--- src/rtl/nsa_pkg.sv ---
// Shared types and helpers for the nibble-serial adder.
// The NSA_SUB_EN build option is handled by the top, not here.
package nsa_pkg;

  localparam int NIBBLE_W = 4;

  typedef enum logic [1:0] {
    IDLE = 2'd0,
    RUN  = 2'd1,
    DONE = 2'd2
  } nsa_state_e;

  function automatic int nibbles_of(input int width);
    return width / NIBBLE_W;
  endfunction

  // Nibble counter width; a single-nibble build still needs one bit.
  function automatic int cnt_width_of(input int nibbles);
    return (nibbles > 1) ? $clog2(nibbles) : 1;
  endfunction

endpackage

--- src/rtl/ripple_carry_adder.sv ---
// 4-bit ripple-carry adder, the single arithmetic element reused by the
// nibble-serial adder for every slice.
module ripple_carry_adder
  import nsa_pkg::*;
(
  input  logic [NIBBLE_W-1:0] a,
  input  logic [NIBBLE_W-1:0] b,
  input  logic                cin,
  output logic [NIBBLE_W-1:0] sum,
  output logic                cout
);

  logic [NIBBLE_W:0] w_carry;

  assign w_carry[0] = cin;

  for (genvar gi = 0; gi < NIBBLE_W; gi++) begin : g_fa
    assign sum[gi]       = a[gi] ^ b[gi] ^ w_carry[gi];
    assign w_carry[gi+1] = (a[gi] & b[gi]) | (a[gi] & w_carry[gi]) | (b[gi] & w_carry[gi]);
  end

  assign cout = w_carry[NIBBLE_W];

endmodule

--- src/rtl/nibble_serial_adder.sv ---
// WIDTH-bit adder that pushes one nibble per cycle (LSB first) through a single
// 4-bit ripple_carry_adder. Define NSA_SUB_EN to add the op_sub port (a-b).
module nibble_serial_adder
  import nsa_pkg::*;
#(
  parameter int WIDTH = 16
) (
  input  logic             clk,
  input  logic             rst_n,
  input  logic             in_valid,
  output logic             in_ready,
  input  logic [WIDTH-1:0] a,
  input  logic [WIDTH-1:0] b,
  input  logic             cin,
`ifdef NSA_SUB_EN
  input  logic             op_sub,
`endif
  output logic             out_valid,
  input  logic             out_ready,
  output logic [WIDTH-1:0] sum,
  output logic             cout
);

  localparam int NIBBLES = nibbles_of(WIDTH);
  localparam int CNT_W   = cnt_width_of(NIBBLES);
  localparam logic [CNT_W-1:0] LAST_NIB = CNT_W'(NIBBLES - 1);

  if ((WIDTH % NIBBLE_W) != 0 || WIDTH < NIBBLE_W) begin : g_width_check
    $error("nibble_serial_adder: WIDTH must be a non-zero multiple of 4");
  end

  nsa_state_e          r_state;
  logic [WIDTH-1:0]    r_a;
  logic [WIDTH-1:0]    r_b;
  logic [WIDTH-1:0]    r_sum;
  logic [CNT_W-1:0]    r_cnt;
  logic                r_carry;
  logic                r_cout;
  logic                r_out_valid;
  logic                r_in_ready;

  logic [NIBBLE_W-1:0] w_a_nib [NIBBLES];
  logic [NIBBLE_W-1:0] w_b_nib [NIBBLES];
  logic [NIBBLE_W-1:0] w_rca_a;
  logic [NIBBLE_W-1:0] w_rca_b;
  logic [NIBBLE_W-1:0] w_rca_sum;
  logic                w_rca_cout;
  logic [WIDTH-1:0]    w_b_load;
  logic                w_carry_load;

  // Subtraction is a + ~b + 1, so it costs only an inverter and a forced carry.
`ifdef NSA_SUB_EN
  assign w_b_load     = op_sub ? ~b : b;
  assign w_carry_load = op_sub ? 1'b1 : cin;
`else
  assign w_b_load     = b;
  assign w_carry_load = cin;
`endif

  for (genvar gi = 0; gi < NIBBLES; gi++) begin : g_slice
    assign w_a_nib[gi] = r_a[gi*NIBBLE_W +: NIBBLE_W];
    assign w_b_nib[gi] = r_b[gi*NIBBLE_W +: NIBBLE_W];
  end

  assign w_rca_a = w_a_nib[r_cnt];
  assign w_rca_b = w_b_nib[r_cnt];

  ripple_carry_adder u_rca (
    .a    (w_rca_a),
    .b    (w_rca_b),
    .cin  (r_carry),
    .sum  (w_rca_sum),
    .cout (w_rca_cout)
  );

  always_ff @(posedge clk or negedge rst_n) begin
    if (!rst_n) begin
      r_state     <= IDLE;
      r_a         <= '0;
      r_b         <= '0;
      r_sum       <= '0;
      r_cnt       <= '0;
      r_carry     <= 1'b0;
      r_cout      <= 1'b0;
      r_out_valid <= 1'b0;
      r_in_ready  <= 1'b1;
    end else begin
      case (r_state)
        IDLE: begin
          if (in_valid && r_in_ready) begin
            r_a        <= a;
            r_b        <= w_b_load;
            r_carry    <= w_carry_load;
            r_cnt      <= '0;
            r_in_ready <= 1'b0;
            r_state    <= RUN;
          end
        end

        RUN: begin
          for (int i = 0; i < NIBBLES; i++) begin
            if (r_cnt == CNT_W'(i)) begin
              r_sum[i*NIBBLE_W +: NIBBLE_W] <= w_rca_sum;
            end
          end
          r_carry <= w_rca_cout;
          // Counter wraps to 0 on the last nibble so it never exceeds NIBBLES-1.
          if (r_cnt == LAST_NIB) begin
            r_cnt       <= '0;
            r_cout      <= w_rca_cout;
            r_out_valid <= 1'b1;
            r_state     <= DONE;
          end else begin
            r_cnt <= r_cnt + 1'b1;
          end
        end

        DONE: begin
          if (out_ready) begin
            r_out_valid <= 1'b0;
            r_in_ready  <= 1'b1;
            r_state     <= IDLE;
          end
        end

        default: begin
          r_out_valid <= 1'b0;
          r_in_ready  <= 1'b1;
          r_state     <= IDLE;
        end
      endcase
    end
  end

  assign in_ready  = r_in_ready;
  assign out_valid = r_out_valid;
  assign sum       = r_sum;
  assign cout      = r_cout;

endmodule
--- config.mk ---
export PLATFORM = sky130hd
export DESIGN_NAME = nibble_serial_adder
export DESIGN_NICKNAME = d
export VERILOG_FILES = /design/src/rtl/nsa_pkg.sv /design/src/rtl/ripple_carry_adder.sv /design/src/rtl/nibble_serial_adder.sv
export SDC_FILE = /design/constraint.sdc
export NUM_CORES = 1
export LEC_CHECK = 0
export ABC_AREA = 1
export BUFFER_PORTS_ARGS = -buffer_cell sky130_fd_sc_hd__buf_2
export CAP_MARGIN = 20
export CORE_ASPECT_RATIO = 1.4
export CORE_MARGIN = 3
export CORE_UTILIZATION = 49
export DETAILED_ROUTE_END_ITERATION = 7
export GPL_TIMING_DRIVEN = 0
export PLACE_DENSITY_LB_ADDON = 0.3
export SLEW_MARGIN = 20
export SYNTH_ARGS = -nofsm -noshare
export SYNTH_HDL_FRONTEND = slang
export SYNTH_SLANG_ARGS = --single-unit
--- constraint.sdc ---
create_clock -name clk -period 2.74 [get_ports clk]
set_input_delay 0.137 -clock clk [delete_from_list [all_inputs] [get_ports clk]]
set_output_delay 0.137 -clock clk [all_outputs]
set_load 0.03 [all_outputs]
==> metrics.md <==
| Metric | Value |
|---|---|
| Fin crit share | 1.020 |
| Final number of setup-violating endpoints | 4 |
| Buffer levels on the longest clock path | 2 |
| Tmin final | 2.794 ns |
| CTS Root Cell | clkbuf_8 |
| # DRC | 0 |
| Clk pin slew, worst setup/hold paths | 0.10 ns |
| Ys Warns | 0 |
| Non-Filler Instances | 429 |
| Skew final | 0.008693 ns |
| Largest area contributor in the netlist | dfrtp_1 |
| Ranking of synthesized cells by area | dfrtp_1 (51%), nand2_1 (17%), o21ai_2 (5.5%) |
| Initial antenna violation count | 0 |
| IO Pins | 56 |
| Net Count, Synth | 338 |
| Failing checks | negative setup slack |
| Commonest cells post-synth | nand2_1 (125), dfrtp_1 (55), inv_1 (21) |
| Final wirelength | 5369 um |
| Most common cell in the synthesized netlist | nand2_1 |
| Total GRT Usage | 0.1858 |
| Final ANT Viol Nets | 0 |
| Final setup margin | -0.05393 ns |
| Post-layout instance area | 3232 um^2 |
| Worst vdd ir | 0.5289 mV |
| Power density over cell area | 1347 nW/um^2 |
| Critical path class | flop to flop |
| Slew HR | 0.5520 |
| Max cap viols | 0 |
| Status | finished, violations left |
| Worst path cell trace | inv_2, buf_6, buf_8, o211ai_1, nand2_1, fa_2, fa_2, fa_2, inv_2, fa_2, o21ai_2 |
| Initial DRC count | 92 |
| Post-synthesis sequential area ratio | 0.5212 |
| Slowest cell on crit path | fa_2 |
| Pin count of the biggest net entering global routing | 57 |
| Final #Nets | 408 |
| Asr flop ratio synth | 1.000 |
| CP max stage delay | 0.50 ns |
| HP Class | primary input to flop |
| Num CTS Buffers | 5 |
| Core ar. | 5236 um^2 |
| Row cnt | 31 |
| Die X | 68.64 um |
| Buffers added on ports | 55 |
| CP endpoint kind | flop |
| Leak Pwr | 1.727 nW |
| Element type at the critical path start | flop |
| WHS | 0.01406 ns |
| Utilization after layout | 0.6172 |
| Dpl cells | 414 |
| Post-synth EDFFs | 0 |
| CTS sink cnt | 56 |
| Data required, critical path | 2.98 ns |
| Yosys cell types | 23 |
| Hold Vio Cnt, Final | 0 |
| Final Slew Violations | 0 |
| Synth Instances | 293 |
| Layout cells sized above 1 | 0.3444 |
| Post-Syn Area | 2691 um^2 |
| Routed via count | 2083 |
| Inserted Diodes | 0 |
| Post-Syn Area per Cell | 9.185 um^2 |
| First-pass GRT wire length | 9004 um |
| DR pass1 iterations | 4 |
| Worst slew pin tran | 0.6720 ns |
| Die height | 93.69 um |
| Most common flop cell mapped by yosys | dfrtp_1 |
| RSZ-0062 raised after global routing | yes |
| Crit-path most repeated cell | fa_2 |
| HPWL Detailed | 3976 um |
| Die ar. | 6430 um^2 |
| Max frequency | 357.9 MHz |
| CTS tree | built |
| Gr ovfl total | 0 |
| Post-DP Area | 3060 um^2 |
| Area fraction of the dominant cell type after synthesis | 0.5114 |
| Maximum fanout along the worst path | 5 |
| Wire length per cell | 12.52 um |
| Number of global-route vias before repair | 2044 |
| FF+latch count, synth | 56 |
| Initial core utilization | 0.5140 |
| Skew-Pair Late Insertion Delay | 0.31 ns |
| Area delta synth->final | 20.08% |
| H-Tree Depth | 2 |
| Vias per cell | 4.855 |
| WP data arrival | 3.04 ns |
| GP Congestion | 0.7725 |
[repair_timing]
item                                    CTS  global route
endpoints found under the setup margin    5             6
hold endpoints to repair                 55             0
hold buffers                              1             0
pin swaps                                 4             6
resized for setup                         8             5
cloned                                    1             0
buffers inserted                          4             2
[cell usage in the layout (no fill, tap or decap), types with 2 or more instances in the layout]
| cell | instances |
|---|---|
| nand2_2 | 9 |
| nand3_1 | 7 |
| buf_4 | 9 |
| nand2_1 | 125 |
| inv_1 | 19 |
| o21ai_1 | 2 |
| o21ai_0 | 8 |
| ha_1 | 4 |
| o211ai_1 | 12 |
| clkbuf_8 | 5 |
| fa_2 | 4 |
| a21oi_1 | 2 |
| buf_6 | 8 |
| inv_2 | 5 |
| nor2_1 | 2 |
| o21ai_2 | 20 |
| buf_2 | 55 |
| dfrtp_1 | 54 |
| nor2_8 | 2 |
[where the power goes]
part           internal, mW  total [mW]  leakage, nW  switching [mW]
sequential             1.22        1.43        0.697           0.203
clock                 0.175       0.424       0.0410           0.249
combinational         0.929        2.50        0.989            1.58
[cell families after synthesis]
kind of cell,share of synthesized area
AND/OR/NAND/NOR,0.2320
buffers and inverters,0.07578
flip-flops,0.5212
adder cells (fa/ha/maj),0.04835
AO/OA/AOI/OAI,0.1227
[path summary, 6_finish.rpt]
kind / to / from / depth (start not counted) / slack, ns
min in group asynchronous: sum[5] / rst_n / 2 / 0.40
min: r_state[1] / out_ready / 2 / 0.01
max in group asynchronous: r_cnt[0] / rst_n / 2 / 1.86
max reg2reg: sum[11] / r_cnt[0] / 11 / -0.05
min reg2reg: in_ready / in_ready / 2 / 0.48
max: sum[11] / r_cnt[0] / 11 / -0.05
[registers in the layout, summed over array words and instances (netlist names)]
signal,flops
r_a,16
out_valid,1
r_cnt,2
r_carry,1
in_ready,1
sum,16
r_b,16
cout,1
r_state,2
[critical path: cells and delay by family (launching register included)]
kind / cells / cell delay, ns
AO/OA/AOI/OAI: 2 / 0.31
buffers and inverters: 4 / 0.36
flip-flops: 1 / 0.40
adder cells (fa/ha/maj): 4 / 1.56
AND/OR/NAND/NOR: 1 / 0.10
[stage by stage]
step | TNS, ns | power [mW] | setup WS [ns]
after detailed placement | -1.069 | 3.764 | -0.2603
after global routing | -0.9196 | 4.789 | -0.2045
after global placement | -0.8957 | 3.701 | -0.2079
after floorplan | 0 | 3.142 | 0.001761
final | -0.1971 | 4.354 | -0.05393
after CTS | -0.1425 | 4.310 | -0.05263
[routing by layer]
metal | global-route usage | wire length (um) | vias to the layer above
li1 | - | - | 1059
met1 | 0.2258 | 2177 | 964
met2 | 0.3211 | 2832 | 51
met3 | 0.03593 | 272 | 9
met4 | 0.05970 | 88 | 0
met5 | 0 | 0 | -
[layout make-up]
type	instances	area (um^2)
multi-input combinational	201	1111
buffer	11	120.1
clock inverter	1	5.005
sequential	56	1404
timing repair buffer	63	337.8
tap	66	82.58
fill	471	2004
clock buffer	6	72.57
inverter	25	98.84
(Power assumes the default switching activity.)
